**src/rtl/pc_redirect_if.sv**
```systemverilog
// pc_redirect_if: fetch-redirect bundle between the pipeline control and pc_redirect_unit
//   master: pipeline side, drives stalls, flushes, D-stage branch/jump info and the E-stage mispredict
//   slave : pc_redirect_unit, returns pcF, pc_nextF, mispredict_flush and the performance counters
interface pc_redirect_if #(
    parameter int CNT_W = 32
);
    logic             stallF;
    logic             stallD;
    logic             stallE;
    logic             flushE;
    logic             branchD;
    logic             jumpD;
    logic             pred_takeD;
    logic [31:0]      pcD;
    logic [31:0]      branch_targetD;
    logic [31:0]      jump_targetD;
    logic             preErrorE;
    logic [31:0]      pcF;
    logic [31:0]      pc_nextF;
    logic             mispredict_flush;
    logic [CNT_W-1:0] branch_cnt;
    logic [CNT_W-1:0] mispred_cnt;

    modport master (
        output stallF, stallD, stallE, flushE, branchD, jumpD, pred_takeD,
               pcD, branch_targetD, jump_targetD, preErrorE,
        input  pcF, pc_nextF, mispredict_flush, branch_cnt, mispred_cnt
    );

    modport slave (
        input  stallF, stallD, stallE, flushE, branchD, jumpD, pred_takeD,
               pcD, branch_targetD, jump_targetD, preErrorE,
        output pcF, pc_nextF, mispredict_flush, branch_cnt, mispred_cnt
    );
endinterface

```
**src/rtl/pc_redirect_unit.sv**
```systemverilog
// pc_redirect_unit: IF-stage next-PC generator with D-stage redirect and E-stage mispredict recovery
//   clk  : rising-edge clock
//   rst  : asynchronous active-low reset
//   bus  : pc_redirect_if.slave (stalls/flush, D-stage branch/jump info, E-stage preErrorE in;
//          pcF, pc_nextF, mispredict_flush, branch_cnt, mispred_cnt out)
module pc_redirect_unit #(
    parameter logic [31:0] RESET_PC   = 32'hBFC0_0000,
    parameter bit          DELAY_SLOT = 1'b1,
    parameter int          CNT_W      = 32
) (
    input logic               clk,
    input logic               rst,
    pc_redirect_if.slave      bus
);
    logic [31:0]      pcF;
    logic [31:0]      altPcE;
    logic [31:0]      pendPc;
    logic             validE;
    logic             pend;
    logic [CNT_W-1:0] branchCnt;
    logic [CNT_W-1:0] mispredCnt;
    logic [31:0]      fall;
    logic [31:0]      altPcD;
    logic [31:0]      pcNext;
    logic             errE;
    logic             flush;

    // The alternate path is whichever way the prediction did not go.
    assign fall   = bus.pcD + (DELAY_SLOT ? 32'd8 : 32'd4);
    assign altPcD = bus.pred_takeD ? fall : bus.branch_targetD;
    assign errE   = bus.preErrorE & validE;
    assign flush  = ~bus.stallF & (errE | pend);

    always_comb begin
        pcNext = errE           ? altPcE :
                 pend           ? pendPc :
                 bus.jumpD      ? bus.jump_targetD :
                 bus.pred_takeD ? bus.branch_targetD :
                                  pcF + 32'd4;
    end

    always_ff @(posedge clk or negedge rst) begin
        if (!rst) begin
            pcF        <= RESET_PC;
            validE     <= 1'b0;
            altPcE     <= '0;
            pend       <= 1'b0;
            pendPc     <= '0;
            branchCnt  <= '0;
            mispredCnt <= '0;
        end else begin
            if (!bus.stallF) pcF <= pcNext;
            if (bus.flushE) begin
                validE <= 1'b0;
            end else if (!bus.stallE) begin
                if (bus.stallD) begin
                    validE <= 1'b0;
                end else begin
                    validE <= bus.branchD;
                    altPcE <= altPcD;
                end
            end
            // A recovery that arrives while fetch is stalled is parked until fetch moves.
            if (errE && bus.stallF) begin
                pend   <= 1'b1;
                pendPc <= altPcE;
            end else if (!bus.stallF) begin
                pend <= 1'b0;
            end
            if (!bus.stallE && validE) branchCnt <= branchCnt + 1'b1;
            if (flush) mispredCnt <= mispredCnt + 1'b1;
        end
    end

    assign bus.pcF              = pcF;
    assign bus.pc_nextF         = pcNext;
    assign bus.mispredict_flush = flush;
    assign bus.branch_cnt       = branchCnt;
    assign bus.mispred_cnt      = mispredCnt;
endmodule
```
**src/flat_wrapper.sv**
```systemverilog
// flat-port wrapper written by rule: the top's interface ports become plain ports
module pc_redirect_unit_flat 
#(
    parameter logic [31:0] RESET_PC   = 32'hBFC0_0000,
    parameter bit          DELAY_SLOT = 1'b1,
    parameter int          CNT_W      = 32
)
  (clk, rst, bus_stallF, bus_stallD, bus_stallE, bus_flushE, bus_branchD, bus_jumpD, bus_pred_takeD, bus_pcD, bus_branch_targetD, bus_jump_targetD, bus_preErrorE, bus_pcF, bus_pc_nextF, bus_mispredict_flush, bus_branch_cnt, bus_mispred_cnt);
  pc_redirect_if #(.CNT_W(CNT_W)) bus_i ();
  input logic clk;
  input logic rst;
  input wire logic [$bits(bus_i.stallF)-1:0] bus_stallF;
  input wire logic [$bits(bus_i.stallD)-1:0] bus_stallD;
  input wire logic [$bits(bus_i.stallE)-1:0] bus_stallE;
  input wire logic [$bits(bus_i.flushE)-1:0] bus_flushE;
  input wire logic [$bits(bus_i.branchD)-1:0] bus_branchD;
  input wire logic [$bits(bus_i.jumpD)-1:0] bus_jumpD;
  input wire logic [$bits(bus_i.pred_takeD)-1:0] bus_pred_takeD;
  input wire logic [$bits(bus_i.pcD)-1:0] bus_pcD;
  input wire logic [$bits(bus_i.branch_targetD)-1:0] bus_branch_targetD;
  input wire logic [$bits(bus_i.jump_targetD)-1:0] bus_jump_targetD;
  input wire logic [$bits(bus_i.preErrorE)-1:0] bus_preErrorE;
  output wire logic [$bits(bus_i.pcF)-1:0] bus_pcF;
  output wire logic [$bits(bus_i.pc_nextF)-1:0] bus_pc_nextF;
  output wire logic [$bits(bus_i.mispredict_flush)-1:0] bus_mispredict_flush;
  output wire logic [$bits(bus_i.branch_cnt)-1:0] bus_branch_cnt;
  output wire logic [$bits(bus_i.mispred_cnt)-1:0] bus_mispred_cnt;
  assign bus_i.stallF = bus_stallF;
  assign bus_i.stallD = bus_stallD;
  assign bus_i.stallE = bus_stallE;
  assign bus_i.flushE = bus_flushE;
  assign bus_i.branchD = bus_branchD;
  assign bus_i.jumpD = bus_jumpD;
  assign bus_i.pred_takeD = bus_pred_takeD;
  assign bus_i.pcD = bus_pcD;
  assign bus_i.branch_targetD = bus_branch_targetD;
  assign bus_i.jump_targetD = bus_jump_targetD;
  assign bus_i.preErrorE = bus_preErrorE;
  assign bus_pcF = bus_i.pcF;
  assign bus_pc_nextF = bus_i.pc_nextF;
  assign bus_mispredict_flush = bus_i.mispredict_flush;
  assign bus_branch_cnt = bus_i.branch_cnt;
  assign bus_mispred_cnt = bus_i.mispred_cnt;
  pc_redirect_unit #(.RESET_PC(RESET_PC), .DELAY_SLOT(DELAY_SLOT), .CNT_W(CNT_W)) u_core (.clk(clk), .rst(rst), .bus(bus_i));
endmodule
```
**config.mk**
```make
export PLATFORM = sky130hd
export DESIGN_NAME = pc_redirect_unit_flat
export DESIGN_NICKNAME = d
export VERILOG_FILES = /design/src/rtl/pc_redirect_if.sv /design/src/rtl/pc_redirect_unit.sv /design/src/flat_wrapper.sv
export SDC_FILE = /design/constraint.sdc
export NUM_CORES = 1
export LEC_CHECK = 0
export ABC_AREA = 1
export BUFFER_PORTS_ARGS = -buffer_cell sky130_fd_sc_hd__buf_2
export CORE_ASPECT_RATIO = 1.1
export CORE_UTILIZATION = 40
export DETAILED_ROUTE_END_ITERATION = 7
export GPL_TIMING_DRIVEN = 1
export RECOVER_POWER = 50
export SLEW_MARGIN = 20
export SYNTH_ARGS = -nofsm -noshare
export SYNTH_HDL_FRONTEND = slang
export SYNTH_SLANG_ARGS = --single-unit
```
**constraint.sdc**
```tcl
create_clock -name clk -period 2.6 [get_ports clk]
set_clock_uncertainty 0.2 [all_clocks]
set_input_delay 0.52 -clock clk [delete_from_list [all_inputs] [get_ports clk]]
set_output_delay 0.52 -clock clk [all_outputs]
set_load 0.01 [all_outputs]
```
==> run metrics <==
Via density 5.11; Clock Sinks 162; failing checks setup timing; Gate Count Post-Synth 1,450; Final min period 2.89 ns; YS warnings 0; LEAKAGE 6.93 nW; worst hold path type in -> reg; met3 global-route usage 5.59%; FILL cells 2,447; Max Cap Viol 0; Final setup viols 29; max incr delay on CP 0.43 ns; vias 10,700; max_slew headroom 27.7%; Post-Synth Simple-Gate Area 32.9%; first-pass GRT wire length 54,600 um; most instantiated cells after synthesis 474 x nand2_1, 153 x dfrtp_1, 152 x nor2_1; overall power 7.79 mW; RD Place Congestion 0.968; CP Class reg -> out; grt total ovfl 0; CTS Buffer Depth 2; Crit Path Max Fanout 7; Residual DRC 0; Port Buffer Count 234; Top cell by count, worst path nand2_1; Worst Setup Slack, final -0.293 ns; initial core utilization 40.9%; vias in the first global route 10,400; Top Family by Delay on Critical Path simple AND/OR/NAND/NOR gates; adder-cell share of the synthesized area 0.499%; Die Ht 168 um; routed len/inst 16.6 um; Post-DP Area 11,900 um^2; post-synth cell types 38; Fin. Hold Viols 0; die width 153 um; CTS tree yes; Pre-Repair DR Iteration Count 5; Post-DRT Antenna Nets 0; Root Buffer clkbuf_16; largest net degree at the start of global routing 58; Setup crit end kind primary output; Initial DRC Count 582; Max Clk Rate 346 MHz; hpwl dp 26,000 um; share of the clock period used by the worst path 111%; worst-case vdd ir drop 0.421 mV; initial antenna violation count 12; number of synthesized flops with an enable pin 0; clk_lat worst skew 0.43 ns; Inserted Clock Buffers 17; layout cells sized above 1 29.1%; routed wire length 34,800 um; critical path required time 1.88 ns; Synth Area in XOR/XNOR 7.16%; worst hold slack 0.103 ns; post-synthesis sequential area ratio 40.5%; Reg clk slew, reported paths 0.08 ns; crit path max-delay cell type dfrtp_1; placeable core area 24,500 um^2; asr flop ratio synth 100%; met1 Usage GRT 36.0%; Synth area leader dfrtp_1; mapped cell area 10,000 um^2; Cell Rows 60; nets 1,877; post-synth top area share 38.1%; Synth area leaders dfrtp_1 38%, nand2_1 18%, nor2_1 5.7%, inv_1 5.5%, o21ai_0 5.1%; Compound-Gate Fraction of Synth Area 10.6%; Final Core Density 55.2%; ys flop type dfrtp_1; CP bufs+invs 1; Critical Path AT 2.17 ns; worst-margin pin slew 1.09 ns; RSZ-0062 raised after global routing yes; #FFs+latches synth 162; largest family of logic cells by synthesized area simple AND/OR/NAND/NOR gates; htree depth 4; GRT met2 Usage 43.5%; Synth Net Count 1,560; IO Count 235; Finished Cell Area 13,500 um^2; top-count cell post-synth nand2_1; post-place setup slack -0.108 ns; run status finished, violations left; GRT busiest layer met2; pwr dens 575 nW/um^2; Total GRT Usage 27.1%; Setup crit start kind register; Cell Chain, Critical Path ha_4 > nand2_4 > nor2_4 > nand2_4 > nor2_4 > nand2_1 > nand2_1 > nand3_2 > nand2_1 > nand2_1 > nand2_1 > nand2_2 > buf_6; Avg Cell Area, Syn 6.92 um^2; area delta synth->final 34.9%; Final Max Tran Viols 0; mux cell area share after synthesis 0.785%; Die Footprint 25,700 um^2
==> layout by cell type (no fill, tap or decap), drive strengths merged, types with 9 or more instances in the layout <==
master  instances
buf           340
clkbuf         26
nand4          22
diode           9
xnor2          33
a21oi          75
dfrtp         153
xor2           49
nor2          158
nand2         478
dfstp           9
o21ai         103
inv           153
nand3          84
nor3           34
==> per-stage QoR <==
stage               TNS, ns  std cells
floorplan                 0       1450
global placement     -0.109       2003
detailed placement   -0.112       2003
CTS                   -4.40       2068
global route          -9.51       2092
finish                -5.94       2098
==> worst paths after layout <==
path	start	to	slack [ns]	cells past startpoint
max reg2reg	u_core.validE	u_core.bus.mispred_cnt[21]	0.24	9
max	u_core.bus.pcF[2]	bus_pc_nextF[26]	-0.29	13
min	bus_branchD	u_core.validE	0.10	3
min reg2reg	u_core.bus.branch_cnt[31]	u_core.bus.branch_cnt[31]	0.27	1
min in group asynchronous	rst	u_core.bus.branch_cnt[6]	0.54	2
max in group asynchronous	rst	u_core.bus.mispred_cnt[19]	0.26	3
==> layout make-up <==
type,count,area [um^2],share of cell area (%)
Antenna cell,9,22.5,0.166
Sequential cell,162,4080,30.1
Tap cell,310,388,2.86
Inverter,149,562,4.15
Multi-Input combinational cell,1088,5670,41.8
Clock inverter,13,176,1.30
Timing Repair Buffer,349,2220,16.4
Clock buffer,18,429,3.17
==> metal layers <==
metal / up-vias / part of all wire, %
met5: - / 0.14
met4: 8 / 2.1
met3: 52 / 6.3
met2: 377 / 47
met1: 5028 / 44
li1: 5265 / -
==> power breakdown <==
group,internal [mW],switching (mW)
clock network,1.53,1.15
registers,2.90,0.312
logic,0.822,1.07
==> cell families (layout without fill, tap and decap cells) <==
| group | count (synthesis) | in the layout |
|---|---|---|
| and+or+nand+nor | 793 | 793 |
| AOI/OAI and AO/OA | 202 | 202 |
| buffers and inverters | 200 | 529 |
| DFF | 162 | 162 |
| xor gates and xnor gates | 82 | 82 |
| muxes | 7 | 7 |
| adders and majority gates | 4 | 4 |
| other | 0 | 9 |
==> what timing repair did <==
action | 4_1_cts | 5_1_grt
setup endpoints to repair | 28 | 30
pin swaps | 37 | 40
endpoints found under the hold margin | 29 | 0
hold buffers | 1 | 0
resized for setup | 119 | 61
setup buffers | 33 | 22
==> flip-flops by register name (all words and copies together) (netlist names) <==
register                flops
u_core.altPcE              32
u_core.bus.branch_cnt      32
u_core.bus.mispred_cnt     32
u_core.bus.pcF             32
u_core.pend                 1
u_core.pendPc              32
u_core.validE               1
==> worst min-delay path, stage by stage <==
cell and delay [ns]:
buf_2 0.07, nand2_1 0.05, o31ai_1 0.05
No activity file was read; power rests on OpenSTA's default activity.
